**src/rtl/period_meter_pkg.sv**
```systemverilog
// rtl/period_meter_pkg.sv - shared states, widths and clock constants for the period meter
package period_meter_pkg;

   localparam int          DEFAULT_CNT_W = 32;
   localparam int unsigned SYS_CLK_HZ    = 100_000_000;

   // FSM encoding, kept as plain constants so older tools and netlists see fixed codes
   typedef logic [1:0] state_t;
   localparam state_t ST_IDLE    = 2'd0;
   localparam state_t ST_ARM     = 2'd1;
   localparam state_t ST_MEASURE = 2'd2;
   localparam state_t ST_TMO     = 2'd3;

   // Expected period in system clocks for an input of the given frequency
   function automatic int unsigned cycles_per_period(input int unsigned hz);
      return SYS_CLK_HZ / hz;
   endfunction

endpackage

```
**src/rtl/period_meter_if.sv**
```systemverilog
// rtl/period_meter_if.sv - measured waveform, control and result bundle of the period meter
interface period_meter_if
   import period_meter_pkg::*;
#(
   parameter int CNT_W = DEFAULT_CNT_W
);

   logic             sig_in;
   logic             enable;
   logic [CNT_W-1:0] period;
   logic [CNT_W-1:0] high_time;
   logic             valid;
   logic             timeout;
   logic             locked;

   modport master (
      output sig_in, enable,
      input  period, high_time, valid, timeout, locked
   );

   modport slave (
      input  sig_in, enable,
      output period, high_time, valid, timeout, locked
   );

endinterface

```
**src/rtl/period_meter_sync_edge_detect.sv**
```systemverilog
// rtl/period_meter_sync_edge_detect.sv - synchronizer chain with rise/fall detection
module sync_edge_detect #(
   parameter int SYNC_STAGES = 2
) (
   input  logic clk,
   input  logic reset,
   input  logic d_i,
   output logic s_o,
   output logic rise_o,
   output logic fall_o
);

   logic [SYNC_STAGES-1:0] sync_q;
   logic                   hist_q;

   // shift the asynchronous input through the chain and keep one cycle of history
   always_ff @(posedge clk) begin
      if (!reset) begin
         sync_q <= '0;
         hist_q <= 1'b0;
      end else begin
         sync_q <= {sync_q[SYNC_STAGES-2:0], d_i};
         hist_q <= sync_q[SYNC_STAGES-1];
      end
   end

   assign s_o    = sync_q[SYNC_STAGES-1];
   assign rise_o = s_o & ~hist_q;
   assign fall_o = ~s_o & hist_q;

endmodule

```
**src/rtl/period_meter.sv**
```systemverilog
// rtl/period_meter.sv - measures period and high time of a slow input in system clocks
module period_meter
   import period_meter_pkg::*;
#(
   parameter int CNT_W       = DEFAULT_CNT_W,
   parameter int TIMEOUT     = 400_000,
   parameter int SYNC_STAGES = 2
) (
   input  logic         clk,
   input  logic         reset,
   period_meter_if.slave pm
);

   logic             rise, fall;
   state_t           state_q, state_d;
   logic [CNT_W-1:0] cnt_q, cnt_d, cnt_inc;
   logic [CNT_W-1:0] hi_q, hi_d;
   logic             hi_seen_q, hi_seen_d;
   logic [CNT_W-1:0] period_q, period_d;
   logic [CNT_W-1:0] high_q, high_d;
   logic             valid_q, valid_d;
   logic             timeout_q, timeout_d;
   logic             locked_q, locked_d;
   logic             tmo_hit;

   sync_edge_detect #(.SYNC_STAGES(SYNC_STAGES)) u_sync (
      .clk    (clk),
      .reset  (reset),
      .d_i    (pm.sig_in),
      .s_o    (),
      .rise_o (rise),
      .fall_o (fall)
   );

   // counter saturates instead of wrapping so a huge period never reads as a short one
   assign cnt_inc = (cnt_q == '1) ? cnt_q : cnt_q + CNT_W'(1);
   assign tmo_hit = (64'(cnt_q) >= 64'(TIMEOUT));

   // next-state: a rise always beats the timeout check in the same cycle
   always_comb begin
      state_d   = state_q;
      cnt_d     = cnt_q;
      hi_d      = hi_q;
      hi_seen_d = hi_seen_q;
      period_d  = period_q;
      high_d    = high_q;
      valid_d   = 1'b0;
      timeout_d = timeout_q;
      locked_d  = locked_q;
      if (!pm.enable) begin
         state_d   = ST_IDLE;
         cnt_d     = '0;
         hi_d      = '0;
         hi_seen_d = 1'b0;
         period_d  = '0;
         high_d    = '0;
         timeout_d = 1'b0;
         locked_d  = 1'b0;
      end else begin
         case (state_q)
            ST_IDLE: begin
               state_d = ST_ARM;
               cnt_d   = '0;
            end
            ST_ARM: begin
               if (rise) begin
                  state_d   = ST_MEASURE;
                  cnt_d     = CNT_W'(1);
                  hi_d      = '0;
                  hi_seen_d = 1'b0;
               end else if (tmo_hit) begin
                  state_d   = ST_TMO;
                  timeout_d = 1'b1;
                  locked_d  = 1'b0;
               end else begin
                  cnt_d = cnt_inc;
               end
            end
            ST_MEASURE: begin
               if (rise) begin
                  period_d  = cnt_q;
                  high_d    = hi_seen_q ? hi_q : '0;
                  valid_d   = 1'b1;
                  locked_d  = 1'b1;
                  cnt_d     = CNT_W'(1);
                  hi_d      = '0;
                  hi_seen_d = 1'b0;
               end else if (tmo_hit) begin
                  state_d   = ST_TMO;
                  timeout_d = 1'b1;
                  locked_d  = 1'b0;
               end else begin
                  cnt_d = cnt_inc;
                  if (fall && !hi_seen_q) begin
                     hi_d      = cnt_q;
                     hi_seen_d = 1'b1;
                  end
               end
            end
            ST_TMO: begin
               if (rise) begin
                  state_d   = ST_MEASURE;
                  timeout_d = 1'b0;
                  cnt_d     = CNT_W'(1);
                  hi_d      = '0;
                  hi_seen_d = 1'b0;
               end
            end
            default: state_d = ST_IDLE;
         endcase
      end
   end

   // state and result registers, all cleared by reset
   always_ff @(posedge clk) begin
      if (!reset) begin
         state_q   <= ST_IDLE;
         cnt_q     <= '0;
         hi_q      <= '0;
         hi_seen_q <= 1'b0;
         period_q  <= '0;
         high_q    <= '0;
         valid_q   <= 1'b0;
         timeout_q <= 1'b0;
         locked_q  <= 1'b0;
      end else begin
         state_q   <= state_d;
         cnt_q     <= cnt_d;
         hi_q      <= hi_d;
         hi_seen_q <= hi_seen_d;
         period_q  <= period_d;
         high_q    <= high_d;
         valid_q   <= valid_d;
         timeout_q <= timeout_d;
         locked_q  <= locked_d;
      end
   end

   assign pm.period    = period_q;
   assign pm.high_time = high_q;
   assign pm.valid     = valid_q;
   assign pm.timeout   = timeout_q;
   assign pm.locked    = locked_q;

endmodule

```
**src/flat_wrapper.sv**
```systemverilog
// flat-port wrapper written by rule: the top's interface ports become plain ports
module period_meter_flat import period_meter_pkg::*;
#(
   parameter int CNT_W       = DEFAULT_CNT_W,
   parameter int TIMEOUT     = 400_000,
   parameter int SYNC_STAGES = 2
)
  (clk, reset, pm_sig_in, pm_enable, pm_period, pm_high_time, pm_valid, pm_timeout, pm_locked);
  period_meter_if #(.CNT_W(CNT_W)) pm_i ();
  input  logic clk;
  input  logic reset;
  input wire logic [$bits(pm_i.sig_in)-1:0] pm_sig_in;
  input wire logic [$bits(pm_i.enable)-1:0] pm_enable;
  output wire logic [$bits(pm_i.period)-1:0] pm_period;
  output wire logic [$bits(pm_i.high_time)-1:0] pm_high_time;
  output wire logic [$bits(pm_i.valid)-1:0] pm_valid;
  output wire logic [$bits(pm_i.timeout)-1:0] pm_timeout;
  output wire logic [$bits(pm_i.locked)-1:0] pm_locked;
  assign pm_i.sig_in = pm_sig_in;
  assign pm_i.enable = pm_enable;
  assign pm_period = pm_i.period;
  assign pm_high_time = pm_i.high_time;
  assign pm_valid = pm_i.valid;
  assign pm_timeout = pm_i.timeout;
  assign pm_locked = pm_i.locked;
  period_meter #(.CNT_W(CNT_W), .TIMEOUT(TIMEOUT), .SYNC_STAGES(SYNC_STAGES)) u_core (.clk(clk), .reset(reset), .pm(pm_i));
endmodule
```
**config.mk**
```make
export PLATFORM = sky130hd
export DESIGN_NAME = period_meter_flat
export DESIGN_NICKNAME = d
export VERILOG_FILES = /design/src/rtl/period_meter_pkg.sv /design/src/rtl/period_meter_if.sv /design/src/rtl/period_meter_sync_edge_detect.sv /design/src/rtl/period_meter.sv /design/src/flat_wrapper.sv
export SDC_FILE = /design/constraint.sdc
export NUM_CORES = 1
export LEC_CHECK = 0
export CORE_MARGIN = 4
export CORE_UTILIZATION = 51
export CTS_BUF_LIST = sky130_fd_sc_hd__clkbuf_4 sky130_fd_sc_hd__clkbuf_8 sky130_fd_sc_hd__clkbuf_16
export CTS_CLUSTER_DIAMETER = 200
export DETAILED_ROUTE_END_ITERATION = 7
export PLACE_DENSITY = 0.75
export SKIP_CTS_REPAIR_TIMING = 1
export SYNTH_ARGS = -nofsm -noshare
export SYNTH_HDL_FRONTEND = slang
export SYNTH_SLANG_ARGS = --single-unit
export TNS_END_PERCENT = 30
```
**constraint.sdc**
```tcl
create_clock -name clk -period 3.2 [get_ports clk]
set_input_delay 0.32 -clock clk [delete_from_list [all_inputs] [get_ports clk]]
set_output_delay 0.32 -clock clk [all_outputs]
set_load 0.01 [all_outputs]
```
==> flow_metrics.env <==
export IMPL_p_leak_nw=2.26
export IMPL_finalSetupTns_ns=0
export IMPL_p_clk_share_pct=51.1
export IMPL_p_total_w=0.00361
export IMPL_pwr_density_cell_nw_per_um2=569
export IMPL_synth_nets=543
export IMPL_antenna_cells=0
export IMPL_clk_pin_slew_ns=0.07
export IMPL_antenna_found_initial=0
export IMPL_syn_to_final_growth_pct=26.8
export IMPL_h_tree_depth=4
export IMPL_yosysSeqAreaShare_pct=54.8
export IMPL_p_seq_share_pct=47.4
export IMPL_synth_top_area_share_pct=54.8
export IMPL_num_rows=35
export IMPL_num_vias=4195
export IMPL_drc=0
export IMPL_synth_area_top_cells="dfxtp_1 (55%), a22o_1 (11%), nand2_1 (6.6%)"
export IMPL_fp_dieArea_sq_um=11500
export IMPL_ys_seq_elements=137
export IMPL_reg2reg_to="u_core.hi_q[11]"
export IMPL_worstPathMaxFanout=33
export IMPL_layout_nets=603
export IMPL_slew_headroom_pct=51.4
export IMPL_grt_pass1_wl_um=19800
export IMPL_critPathArrivalTime_ns=3.13
export IMPL_syn_area_sq_um=5010
export IMPL_worstMarginPinSlew_ns=0.724
export IMPL_reg2reg_depth=6
export IMPL_path_class="flop to flop"
export IMPL_die_y_um=107
export IMPL_cts_root_buf="clkbuf_8"
export IMPL_highest_layer="met4"
export IMPL_fin_crit_sh_pct=83.8
export IMPL_portBuffers=70
export IMPL_hold_viol_final=0
export IMPL_layout_setup_ws_ns=0.517
export IMPL_status="finished, final reports clean"
export IMPL_maxSlewViolCount=0
export IMPL_routed_wl_met3_um=719
export IMPL_pre_cts_ws_ns=0.514
export IMPL_drv_cap=0
export IMPL_grt_pass1_vias=3953
export IMPL_drtIter0Drc=339
export IMPL_numCtsBuffers=17
export IMPL_grt_overflow=0
export IMPL_r2r_start="u_core.cnt_q[22]"
export IMPL_required_ns=3.65
export IMPL_crit_path_end="u_core.hi_q[11]"
export IMPL_p_switching_w=0.000818
export IMPL_firstDrtPassIters=5
export IMPL_startpoint="u_core.cnt_q[22]"
export IMPL_routed_via_density=5.72
export IMPL_wirelength_um=11700
export IMPL_utilization_pct=67.4
export IMPL_power_frac_comb_pct=1.5
export IMPL_pin_count=71
export IMPL_start_util_pct=53.2
export IMPL_yosys_area_top_type="dfxtp_1"
export IMPL_dp_hpwl_um=8060
export IMPL_layout_commonest_cell="dfxtp_1"
export IMPL_p_int_w=0.00279
export IMPL_clkLatencyLatePin_ns=0.52
export IMPL_drive_gt1_share_pct=8.60
export IMPL_rrSetupSlack_ns=0.52
export IMPL_dr_wl_met2_um=5330
export IMPL_skew_ns=0.00899
export IMPL_postSynthAreaPerCell_sq_um=9.41
export IMPL_ant_nets=0
export IMPL_gp_congestion=0.884
export IMPL_die_w_um=107
export IMPL_min_period_ns=2.68
export IMPL_cts_sinks=137
export IMPL_swShare_pct=22.7
export IMPL_hp_class="input pin to flop"
export IMPL_start_kind="flop"
export IMPL_fmax_mhz=373
export IMPL_mostFrequentLayoutCells="dfxtp_1 (137), nand2_1 (88), clkdlybuf4s50_1 (70)"
export IMPL_netlist_instances=532
export IMPL_setup_viol=0
export IMPL_clock_path_buffers=2
export IMPL_grt_max_degree=39
export IMPL_cts_tree="yes"
export IMPL_rsz0062_at_grt="no"
export IMPL_synth_warnings=0
export IMPL_cp_end_kind="flop"
export IMPL_ys_types=44
export IMPL_core_area_sq_um=9420
export IMPL_wire_per_inst_um=16.0
export IMPL_irDropWorstVdd_uv=464
export IMPL_track_usage_pct=21.2
export IMPL_wirelength_met1_um=5470
-- cell families after synthesis --
logic type / share of synthesized area (%)
AO/OA/AOI/OAI: 22.7
adder cells (fa/ha/maj): 1.75
buffers and inverters: 4.22
flip-flops: 54.8
AND/OR/NAND/NOR: 16.5
-- how the worst min path moves through the flow --
stage,start,endpoint,slack (ns),cells past startpoint
3_5_place_dp,u_core.u_sync.sync_q[0],u_core.u_sync.sync_q[1],0.43,1
5_1_grt,pm_sig_in,u_core.u_sync.sync_q[0],0.36,2
6_report,pm_sig_in,u_core.u_sync.sync_q[0],0.37,2
3_3_place_gp,u_core.u_sync.sync_q[0],u_core.u_sync.sync_q[1],0.42,1
4_1_cts,pm_sig_in,u_core.u_sync.sync_q[0],0.36,2
2_1_floorplan,u_core.u_sync.sync_q[0],u_core.u_sync.sync_q[1],0.41,1
-- metal layers --
layer,GRT usage (%),vias to the layer above
met1,29.6,1986
met3,4.88,30
met2,32.2,147
met5,0,-
met4,7.58,0
li1,-,2032
-- synth_stat cells (all sizes together) --
cell / instances
and4: 1
nor4: 3
o41ai: 2
a221oi: 1
a211oi: 1
ha: 7
nand2: 88
a2111oi: 1
a31oi: 8
o22ai: 1
o21ai: 24
and2: 18
o2111a: 2
a2bb2oi: 1
o31ai: 4
a21oi: 44
buf: 7
nand4: 6
or3: 2
or4: 3
nor4b: 2
nand2b: 1
inv: 8
clkbuf: 34
a22o: 64
and3: 3
o21a: 3
a21o: 1
nand3: 13
nor3: 9
o211ai: 2
a21boi: 1
nor2b: 2
dfxtp: 137
o2111ai: 2
nor2: 26
-- layout make-up --
cell class | instances | area [sq um]
clock buffer | 18 | 428
clock inverter | 14 | 136
fill | 757 | 3070
inverter | 8 | 30.0
multi-input combinational | 346 | 2060
sequential | 137 | 2740
tap | 129 | 161
timing repair buffer | 82 | 791
-- stage by stage --
stage                     hold WS [ns]  instances  area [sq um]
after CTS                        0.363        734          6350
after floorplan                  0.412        532          5010
after global placement           0.416        702          5790
after global routing             0.358        734          6350
final                            0.375        734          6350
after detailed placement         0.426        702          5790
-- critical path: stages, from the launching register on --
cell and delay (ns):
dfxtp_1 0.34, or4_4 0.56, nor3_4 0.17, o211ai_2 0.21, nor4b_2 0.38, o2111a_2 0.67, a22o_1 0.27
-- sequential cells by signal (all words and copies together) (netlist names) --
signal                flops
u_core.hi_seen_q          1
u_core.u_sync.sync_q      2
u_core.pm.valid           1
u_core.state_q            2
u_core.cnt_q             32
u_core.pm.period         32
u_core.u_sync.hist_q      1
u_core.pm.high_time      32
u_core.hi_q              32
u_core.pm.timeout         1
u_core.pm.locked          1
-- power by group through the flow --
stage / Clock [W] / Combinational (W) / Sequential [W]
after detailed placement: 0 / 0.0000534 / 0.00175
after global routing: 0.00194 / 0.0000601 / 0.00171
after CTS: 0.00187 / 0.0000539 / 0.00171
after global placement: 0 / 0.0000525 / 0.00175
final: 0.00185 / 0.0000542 / 0.00171
after floorplan: 0 / 0.0000380 / 0.00175
Note: power is estimated with default switching activity, not from simulation.
